### src/rtl/disp_pkg.sv
// Purpose: shared channel ids, default dwell and the circular enabled-channel search.
// Latency: n/a (constants and a combinational helper only).
// Backpressure: n/a.
package disp_pkg;

  localparam int CH_SW_SEC  = 0;
  localparam int CH_SW_HOUR = 1;
  localparam int CH_DIST    = 2;
  localparam int CH_TEMP    = 3;
  localparam int CH_HUMI    = 4;

  // One second at 100 MHz
  localparam int DWELL_DEFAULT = 100_000_000;

  localparam int MAX_CH = 16;

  localparam logic DIR_NEXT = 1'b1;
  localparam logic DIR_PREV = 1'b0;

  // Walk away from cur (forward or backward, wrapping inside n_ch) and return
  // the first enabled index; i == n_ch lands back on cur, so a lone enabled
  // channel resolves to itself. With nothing enabled cur is returned unchanged.
  function automatic logic [3:0] next_enabled(input logic [15:0] en,
                                              input logic [3:0]  cur,
                                              input int          n_ch,
                                              input logic        dir);
    logic [3:0] res;
    logic       found;
    int         idx;
    res   = cur;
    found = 1'b0;
    idx   = 0;
    for (int i = 1; i <= MAX_CH; i++) begin
      if (i <= n_ch && !found) begin
        if (dir) idx = (int'(cur) + i) % n_ch;
        else     idx = (int'(cur) - i + n_ch) % n_ch;
        if (en[idx]) begin
          res   = 4'(idx);
          found = 1'b1;
        end
      end
    end
    return res;
  endfunction

endpackage

### src/rtl/disp_dwell_timer.sv
// Purpose: free-running dwell counter that pulses tick once every DWELL cycles while enabled.
// Latency: tick is combinational from the count; first tick DWELL cycles after en rises or clr.
// Backpressure: none; clr restarts the full period, en low holds the count at zero.
module disp_dwell_timer #(
  parameter int DWELL = 100_000_000
) (
  input  logic clk,
  input  logic reset_n,
  input  logic en,
  input  logic clr,
  output logic tick
);

  localparam int            CW   = $clog2(DWELL);
  localparam logic [CW-1:0] LAST = CW'(DWELL - 1);

  logic [CW-1:0] cnt;

  assign tick = en && (cnt == LAST);

  // Count 0..DWELL-1, wrapping after the tick; any restart or idle forces zero
  always_ff @(posedge clk or negedge reset_n) begin
    if (!reset_n) begin
      cnt <= '0;
    end else if (!en || clr || tick) begin
      cnt <= '0;
    end else begin
      cnt <= cnt + CW'(1);
    end
  end

endmodule

### src/rtl/disp_src_sel.sv
// Purpose: registered selector choosing one display source among N_CH channels (manual, auto, forced, masked).
// Latency: one cycle from any input to data_out/sel_out/sel_chg/none_en.
// Backpressure: none; one action per cycle by fixed priority, lower-priority requests that cycle are dropped.
module disp_src_sel
  import disp_pkg::*;
#(
  parameter int N_CH  = 5,
  parameter int DW    = 5,
  parameter int DWELL = DWELL_DEFAULT,
  parameter int SELW  = $clog2(N_CH)
) (
  input  logic              clk,
  input  logic              reset_n,
  input  logic [N_CH*DW-1:0] ch_data,
  input  logic [N_CH-1:0]   ch_en,
  input  logic              btn_next,
  input  logic              btn_prev,
  input  logic              auto_mode,
  input  logic              force_vld,
  input  logic [SELW-1:0]   force_idx,
  output logic [DW-1:0]     data_out,
  output logic [SELW-1:0]   sel_out,
  output logic              sel_chg,
  output logic              none_en
);

  logic [15:0]   en16;
  logic [3:0]    cur4;
  logic [3:0]    fidx4;
  logic [3:0]    nxt_fwd;
  logic [3:0]    nxt_bwd;
  logic          any_en;
  logic          force_ok;
  logic          tick;
  logic          clr;
  logic [SELW-1:0] sel_nxt;
  logic [DW-1:0] ch_arr [N_CH];

  for (genvar k = 0; k < N_CH; k++) begin : g_unpack
    assign ch_arr[k] = ch_data[k*DW +: DW];
  end

  assign en16     = 16'(ch_en);
  assign cur4     = 4'(sel_out);
  assign fidx4    = 4'(force_idx);
  assign any_en   = |ch_en;
  assign force_ok = (int'(fidx4) < N_CH) && en16[fidx4];
  assign nxt_fwd  = next_enabled(en16, cur4, N_CH, DIR_NEXT);
  assign nxt_bwd  = next_enabled(en16, cur4, N_CH, DIR_PREV);

  disp_dwell_timer #(
    .DWELL (DWELL)
  ) u_dwell (
    .clk     (clk),
    .reset_n (reset_n),
    .en      (auto_mode),
    .clr     (clr),
    .tick    (tick)
  );

  // Pick this cycle's single action by priority; accepted manual/forced moves restart the dwell
  always_comb begin
    sel_nxt = sel_out;
    clr     = 1'b0;
    if (!any_en) begin
      sel_nxt = sel_out;
    end else if (force_vld) begin
      // An invalid force still consumes the cycle: nothing below it runs
      if (force_ok) begin
        sel_nxt = SELW'(fidx4);
        clr     = 1'b1;
      end
    end else if (btn_next && btn_prev) begin
      sel_nxt = sel_out;
    end else if (btn_next) begin
      sel_nxt = SELW'(nxt_fwd);
      clr     = 1'b1;
    end else if (btn_prev) begin
      sel_nxt = SELW'(nxt_bwd);
      clr     = 1'b1;
    end else if (tick) begin
      sel_nxt = SELW'(nxt_fwd);
    end else if (!en16[cur4]) begin
      // Current source was masked off: move to the next live one
      sel_nxt = SELW'(nxt_fwd);
    end
  end

  // Register index and data together so the display never shows mismatched pairs
  always_ff @(posedge clk or negedge reset_n) begin
    if (!reset_n) begin
      sel_out  <= '0;
      data_out <= '0;
      sel_chg  <= 1'b0;
      none_en  <= 1'b0;
    end else begin
      sel_out  <= sel_nxt;
      data_out <= any_en ? ch_arr[sel_nxt] : '0;
      sel_chg  <= (sel_nxt != sel_out);
      none_en  <= !any_en;
    end
  end

endmodule

### config.mk
export PLATFORM = sky130hd
export DESIGN_NAME = disp_src_sel
export DESIGN_NICKNAME = d
export VERILOG_FILES = /design/src/rtl/disp_pkg.sv /design/src/rtl/disp_dwell_timer.sv /design/src/rtl/disp_src_sel.sv
export SDC_FILE = /design/constraint.sdc
export NUM_CORES = 1
export LEC_CHECK = 0
export BUFFER_PORTS_ARGS = -buffer_cell sky130_fd_sc_hd__buf_2
export CAP_MARGIN = 20
export CELL_PAD_IN_SITES_DETAIL_PLACEMENT = 1
export CELL_PAD_IN_SITES_GLOBAL_PLACEMENT = 2
export CORE_ASPECT_RATIO = 0.75
export CORE_MARGIN = 1.5
export CORE_UTILIZATION = 24
export DETAILED_ROUTE_END_ITERATION = 12
export PLACE_DENSITY = 0.63
export SYNTH_ARGS = -nofsm -noshare
export SYNTH_HDL_FRONTEND = slang
export SYNTH_SLANG_ARGS = --single-unit
### constraint.sdc
create_clock -name clk -period 14.1 [get_ports clk]
set_input_delay 0.705 -clock clk [delete_from_list [all_inputs] [get_ports clk]]
set_output_delay 0.705 -clock clk [all_outputs]
set_load 0.005 [all_outputs]
* Word level (Yosys, flattened, before mapping)
Index checks and enable logic that the tools add are counted.
** Storage, ports and cells
- Flip-flop bits (word level) :: 37
- Output and inout port bits :: 10
** Cells by class
- Add/sub/neg operators :: 16
- Divide/modulo/power cells :: 10
- Magnitude comparators :: 14
- Equality and inequality tests :: 2
- Multiplexer cells :: 93
- Bitwise logic cells :: 1
- Reductions and logical operators :: 8
** Operators with widths (count)
- < comparator 32 x 6 -> 1 bit, second input constant :: 10
- remainder unit 32 x 4 -> 32 bit, second input constant :: 10
- 2-to-1 mux 32 bit :: 8
- 2-to-1 mux 3 bit :: 26
- 2-to-1 mux 1 bit :: 42
- binary-select mux 1 bit (select 4 bit) :: 10
- adder 27 x 1 -> 27 bit, second input constant :: 1
- == test 27 bit, second input constant :: 1
- 2-to-1 mux 27 bit :: 1
- adder 4 x 4 -> 5 bit, second input constant :: 5
- binary-select mux 5 bit (select 3 bit) :: 1
- 2-to-1 mux 5 bit :: 3
- < comparator 3 x 5 -> 1 bit, second input constant :: 2
- adder 3 x 2 -> 4 bit, second input constant :: 2
- adder 3 x 3 -> 4 bit, second input constant :: 2
- subtractor 3 x 2 -> 4 bit, second input constant :: 2
- subtractor 3 x 3 -> 4 bit, second input constant :: 2
- binary-select mux 1 bit (select 3 bit) :: 2
- OR reduction 5 bit :: 1
- adder 3 x 1 -> 4 bit, second input constant :: 1
- >= comparator 4 bit, second input constant :: 1
- NOT 3 -> 4 bit :: 1
- subtractor 3 x 1 -> 4 bit, second input constant :: 1
- logical AND 1 bit :: 3
- 4 further kinds :: 6

* Longest topological paths before layout
Gate-level depths: netlist (run 1).
- Word-level depth :: 42
- Depth in mapped cells :: 40
- Mapped depth without buffers :: 31

* Cells and area by module
From an unflattened synthesis (run 1), not the netlist that was laid out.
** Unflattened totals
- Cell total of the unflattened synthesis :: 1142
- Area total of the unflattened synthesis :: 8662.1 sq um
** Modules (own cells, without submodules)
- disp_src_sel :: times used 1, cells an instance 979, area an instance 7109.3 sq um, seq. area each 250.2 sq um
- disp_dwell_timer :: times used 1, cells an instance 163, area an instance 1552.7 sq um, seq. area each 675.6 sq um

* Worst setup path after synthesis (run 1)
OpenSTA, ideal clock, no wires.
- Path type :: register -> register
- Start :: register sel_out[0]
- End :: register sel_chg
- Library setup time :: 0.131 ns
- Arrival time :: 8.046 ns
- Required time :: 13.969 ns
- Slack :: 5.923 ns
- Cell stages (with the launch flop) :: 37
- Path buffers :: 9
- Cell sequence :: dfrtp_1 > buf_6 > inv_2 > clkbuf_1 > clkbuf_1 > clkbuf_1 > ha_1 > clkbuf_1 > clkbuf_1 > xnor2_1 > ha_1 > nand2b_1 > a21oi_1 > a21o_1 > nand2_1 > xnor2_1 > ha_1 > clkbuf_1 > inv_1 > o32ai_4 > nand3_1 > and2_1 > ha_1 > or2_2 > clkbuf_1 > or3_1 > a2111oi_0 > nor2_1 > o211ai_1 > a2bb2oi_2 > o2111ai_2 > o31a_1 > o32a_2 > nor2_4 > buf_6 > xnor2_1 > or3_1
** On the way
- Longest elaborated chain between the ends :: 22
** RTL lines
- start: declaration :: RTL line disp_src_sel.sv:22 : output logic [SELW-1:0] sel_out,
- start signal: assignment :: RTL line disp_src_sel.sv:97 : sel_out <= sel_nxt;
- branches (longest 21 deep; another with remainder unit 32 x 4 -> 32 bit)
- inequality test 3 bit * :: RTL line disp_src_sel.sv:99 : sel_chg <= (sel_nxt != sel_out);
- end signal: assignment :: RTL line disp_src_sel.sv:99
- end: declaration :: RTL line disp_src_sel.sv:23 : output logic sel_chg,
Mark *: on every way between the ends. The select of a mux whose other input is x is not followed.

* Final worst setup path (run 1)
- Start :: register sel_out[1]
- End :: register sel_chg
Same word-level chain as after synthesis.

==> results of run 1 <==
routing by layer:
layer | up-vias | global-route usage (%)
li1 | 4045 | -
met1 | 4135 | 28.8
met2 | 131 | 24.8
met3 | 14 | 1.57
met4 | 0 | 1.73
met5 | - | 0
cells in the mapped netlist (6+ instances only):
master | instances | area, µm²
a211oi_1 | 11 | 82.6
a21boi_0 | 10 | 75.1
a21o_1 | 18 | 135
a21oi_1 | 48 | 240
a221oi_1 | 6 | 52.6
a22oi_1 | 6 | 45.0
a311oi_1 | 7 | 61.3
a31oi_1 | 22 | 138
a41o_1 | 6 | 60.1
and2_1 | 19 | 119
and3_1 | 18 | 113
and4_1 | 6 | 52.6
buf_2 | 27 | 135
buf_4 | 8 | 60.1
clkbuf_1 | 25 | 93.8
dfrtp_1 | 37 | 926
ha_1 | 55 | 688
inv_1 | 42 | 158
mux2_2 | 10 | 113
mux2i_1 | 19 | 190
nand2_1 | 75 | 282
nand2b_1 | 23 | 144
nand3_1 | 46 | 230
nand3b_1 | 8 | 60.1
nand4_1 | 8 | 50.1
nor2_1 | 100 | 375
nor2b_1 | 16 | 100
nor3_1 | 33 | 165
nor4_1 | 6 | 37.5
o211ai_1 | 18 | 135
o21a_1 | 7 | 52.6
o21ai_0 | 51 | 255
o21ai_1 | 8 | 40.0
o22a_1 | 6 | 52.6
o22ai_1 | 7 | 43.8
o31ai_1 | 10 | 75.1
o32ai_1 | 6 | 52.6
or2_2 | 10 | 62.6
or3_1 | 14 | 87.6
or4_1 | 8 | 60.1
xnor2_1 | 38 | 333
xor2_1 | 22 | 193
cells by family after synthesis:
| kind of cell | count (synthesis) | share of synthesized area (%) |
|---|---|---|
| xor+xnor | 63 | 7.33 |
| compound gates | 339 | 32.2 |
| simple gates | 427 | 28.6 |
| buf+inv | 114 | 6.67 |
| mux | 35 | 5.01 |
| fa+ha+maj | 55 | 8.61 |
| flops | 37 | 11.6 |
state kept, by name, indices dropped and copies added (netlist names):
name and cells:
u_dwell.cnt 27, data_out 5, sel_out 3, none_en 1, sel_chg 1
final timing paths:
check                      slack (ns)  depth (start not counted)               to            from
setup / recovery                 5.32                         32          sel_chg      sel_out[1]
hold / removal                   0.49                          1   u_dwell.cnt[0]  u_dwell.cnt[0]
setup reg to reg                 5.32                         32          sel_chg      sel_out[1]
hold reg to reg                  0.49                          1   u_dwell.cnt[0]  u_dwell.cnt[0]
max in group asynchronous       12.89                          1       sel_out[0]         reset_n
min in group asynchronous        0.55                          1  u_dwell.cnt[12]         reset_n
per-stage QoR:
stage               hold WS, ns  instance area, µm²
floorplan                 0.409                7990
global placement          0.484                8570
detailed placement        0.490                8570
CTS                       0.497                8720
global route              0.520                8720
finish                    0.491                8720
area by class of cell:
class | count | share of cell area, %
timing repair buffer | 64 | 4.13
sequential | 37 | 10.7
antenna | 1 | 0.0287
multi-input combinational | 919 | 75.1
clock buffer | 6 | 1.59
clock inverter | 1 | 0.0861
inverter | 46 | 2.01
tap | 442 | 6.34
worst max-delay path: cells and delay by family, from the launching register on:
kind | cells | cell delay, ns
AND/OR/NAND/NOR | 11 | 2.67
AO/OA/AOI/OAI | 10 | 2.52
adder cells (fa/ha/maj) | 4 | 1.24
buffers and inverters | 4 | 1.09
multiplexers | 2 | 0.55
flip-flops | 1 | 0.32
XOR/XNOR | 1 | 0.26
==> qor.csv, run 1 <==
metric,value,unit
fin_crit_sh,62.3,%
cts_buffer_depth,2,
start_kind,register,
drive_gt1_share,12.7,%
crit_arrival,8.95,ns
initial_utilization,24.5,%
wl_per_cell,19.9,µm
rsz0062_at_grt,no,
wl_met2,12200,µm
grt_antenna_before_repair,0,
cts_tree,yes,
avgSynthCellArea,7.47,µm²
htreeDepth,2,
cts_hold_buffers,0,
grtUsageTotal,17.5,%
cp_slowest_cell,and2_1,
hold_viol,0,
async_flop_share,100,%
critical_path.endpoint_type,register,
dp_hpwl,22800,µm
period_minus_slack,8.78,ns
clock_latency,0.29,ns
synth_fp_nets,1164,
yosysSeqAreaShare,11.6,%
fp.dieW,214,µm
avgViaCountPerCell,5.49,
place_congestion,0.808,
path_max_fanout,35,
die_y,161,µm
status,finished clean,
synth-main-ff-cell,dfrtp_1,
areaGrowthSynthToFinish,9.08,%
grt_pass1_vias,8138,
critPathKind,register to register,
clk_pin_slew,0.06,ns
seq_area,930,µm²
post-route-util,26.7,%
routed_wl,30200,µm
final_cell_mix,"100 x nor2_1, 75 x nand2_1, 55 x ha_1",
multiInputGateArea,0.00655,mm²
synthCells,1070,
antenna_left,0,
grt_pass1_wl,48000,µm
tns,0,ns
met3WireLength,859,µm
tightest_slew,0.999,ns
clock-sinks,37,
synth_area,0.00799,mm²
fmax,114,MHz
finClkSkew,0.00320,ns
slowest_delay,0.59,ns
clockRootBuffer,clkbuf_16,
pre_cts_ws,5.42,ns
dp.cells,1508,
ys_types,116,
grt_max_degree,57,
core,0.0326,mm²
drc_errors,0,
post_cts_resized,0,
mostFrequentLayoutCell,nor2_1,
synth_edf_count,0,
setup_viol,0,
ys.warnings.count,0,
numCtsBuffers,5,
dieArea,0.0344,mm²
nets,1167,
cap_violations,0,
slew_headroom,32.3,%
final_cells,1516,
io_buffer_count,48,
rows,57,
vias,8325,
wl_met1,16900,µm
ys_seq_elements,37,
maxSlewViolCount,0,
grt-ovfl-total,0,
first_pass_iters,5,
fin_ws,5.32,ns
crit_top_cell,ha_1,
fill_cells,4007,
post-cts-setup-buffers,0,
ioPinCount,49,
drtIter0Drc,487,
crit_required,14.26,ns
highest_layer,met4,
hold_class,register to register,
Power of run 1 is not shown: default switching activity piles up to over one toggle a cycle in this logic, so the estimate is an artifact.
==> run 2: changes to the inputs <==
clock period = 9 ns   (was 14.1 ns; I/O delays follow)
==> qor.csv, run 2 (synthesized netlist as in run 1, its figures left out) <==
metric,value,unit,change
drc_errors,0,,unchanged
dpl_cell_area,0.00862,mm²,+0.61%
grt_antenna_before_repair,0,,unchanged
status,finished clean,,
final_cell_area,0.00879,mm²,+0.88%
cp_slowest_cell,ha_1,,
grt_pass1_vias,8346,,+2.6%
grtUsageTotal,18.0,%,+0.51 points
start_kind,register,,
grt_max_degree,51,,-11%
met3_usage,1.61,%,+0.039 points
first_pass_iters,4,,-1
finClkSkew,0.0136,ns,+0.0104 ns
cts_tree,yes,,
busiest_layer,met1,,
fin_ws,0.754,ns,-4.56 ns
antenna_cells,0,,-1
antenna_left,0,,unchanged
numCtsBuffers,5,,unchanged
initial_utilization,24.5,%,unchanged
tightest_slew,1.03,ns,+0.0272 ns
rows,57,,unchanged
wl_per_cell,20.5,µm,+2.8%
period_minus_slack,8.25,ns,-0.537 ns
clock-sinks,37,,unchanged
setup_viol,0,,unchanged
critical_path.endpoint_type,register,,
clockRootBuffer,clkbuf_16,,
hold_class,input port to asynchronous set/reset pin,,
slowest_delay,0.60,ns,about the same
dp_hpwl,23700,µm,+4.0%
largest_reg_flops,27,,unchanged
avgViaCountPerCell,5.52,,+0.61%
reg_top3,"u_dwell.cnt x27, data_out x5, sel_out x3",,
routed_wl,31200,µm,+3.2%
post-route-util,27.0,%,+0.23 points
use_met1,28.5,%,-0.31 points
slew_headroom,31.1,%,-1.2 points
startpoint,sel_out[0],,
tns,0,ns,unchanged
r2r-start,sel_out[0],,
place_congestion,0.839,,+3.9%
fmax,121,MHz,+6.5%
final_cell_mix,"100 x nor2_1, 75 x nand2_1, 55 x ha_1",,
core,0.0326,mm²,unchanged
crit_arrival,8.42,ns,-0.53 ns
largest_register,u_dwell.cnt,,
r2r_slack,0.75,ns,-4.56 ns
grt_pass1_wl,49400,µm,+2.9%
clock_latency,0.30,ns,about the same
rsz0062_at_grt,no,,
cts_buffer_depth,2,,unchanged
post-cts-setup-buffers,0,,unchanged
drtIter0Drc,490,,+0.62%
mostFrequentLayoutCell,nor2_1,,
io_buffer_count,48,,unchanged
hold_viol,0,,unchanged
crit_top_cell,ha_1,,
grt-ovfl-total,0,,unchanged
dieArea,0.0344,mm²,unchanged
htreeDepth,2,,unchanged
drive_gt1_share,13.3,%,+0.66 points
fp.dieW,214,µm,unchanged
rr_worst_depth,30,,-6.3%
crit_required,9.17,ns,-5.09 ns
fin_crit_sh,91.6,%,+29 points
ioPinCount,49,,unchanged
r2r_end,sel_chg,,
cap_violations,0,,unchanged
vias,8409,,+1.0%
path_max_fanout,22,,-37%
nets,1173,,+0.51%
fill_cells,4005,,-0.050%
critPathKind,register to register,,
pre_cts_ws,0.725,ns,-4.70 ns
die_y,161,µm,unchanged
grt_use_met2,27.2,%,+2.4 points
maxSlewViolCount,0,,unchanged
clk_pin_slew,0.07,ns,about the same
areaGrowthSynthToFinish,10.0,%,
## run 2: cell types whose count changed in the layout (fill, tap and decap cells not counted)
cell,change
clkinv_4,+1
clkbuf_8,-1
buf_8,+1
and2_2,+1
o311ai_1,-1
bufinv_16,+1
buf_4,+5
o311ai_0,+1
diode_2,-1
and2_1,-1
## run 2: per-stage QoR
stage               hold WS, ns  std cells
floorplan                 0.154       1070
global placement          0.483       1513
detailed placement        0.500       1514
CTS                       0.337       1522
global route              0.372       1522
finish                    0.307       1522
## run 2: repair_timing
item,in CTS,in global routing
endpoints found under the setup margin,0,6
gates resized for setup,0,1
hold buffers,0,0
## run 2: how the worst max path moves through the flow
stage	end	slack, ns
after detailed placement	sel_chg	0.72
after global routing	sel_chg	0.06
after CTS	sel_chg	0.67
after floorplan	sel_chg	0.82
after global placement	sel_chg	1.02
final	sel_chg	0.75
## run 2: metal layers
layer / part of all wire, % / vias up / wire length, µm
met3: 2.8 / 6 / 861
met4: 0.27 / 0 / 85
li1: - / 4038 / -
met5: 0 / - / 0
met1: 54 / 4253 / 16900
met2: 43 / 112 / 13300
## run 2: layout make-up
| cell class | instances | area, µm² | share of cell area, % |
|---|---|---|---|
| multi-input combinational | 919 | 6550 | 74.5 |
| tap | 442 | 553 | 6.29 |
| clock buffer | 5 | 125 | 1.42 |
| sequential | 37 | 930 | 10.6 |
| inverter | 46 | 175 | 1.99 |
| clock inverter | 3 | 46.3 | 0.526 |
| timing repair buffer | 70 | 413 | 4.69 |
## run 2: critical path, delay by kind of cell (launching register included)
kind                     cells  cell delay [ns]
AO/OA/AOI/OAI                9             2.04
XOR/XNOR                     4             1.34
adder cells (fa/ha/maj)      4             1.39
buffers and inverters        3             0.54
flip-flops                   1             0.56
multiplexers                 1             0.30
AND/OR/NAND/NOR              9             1.94
Power of run 2 is left out for the same reason.
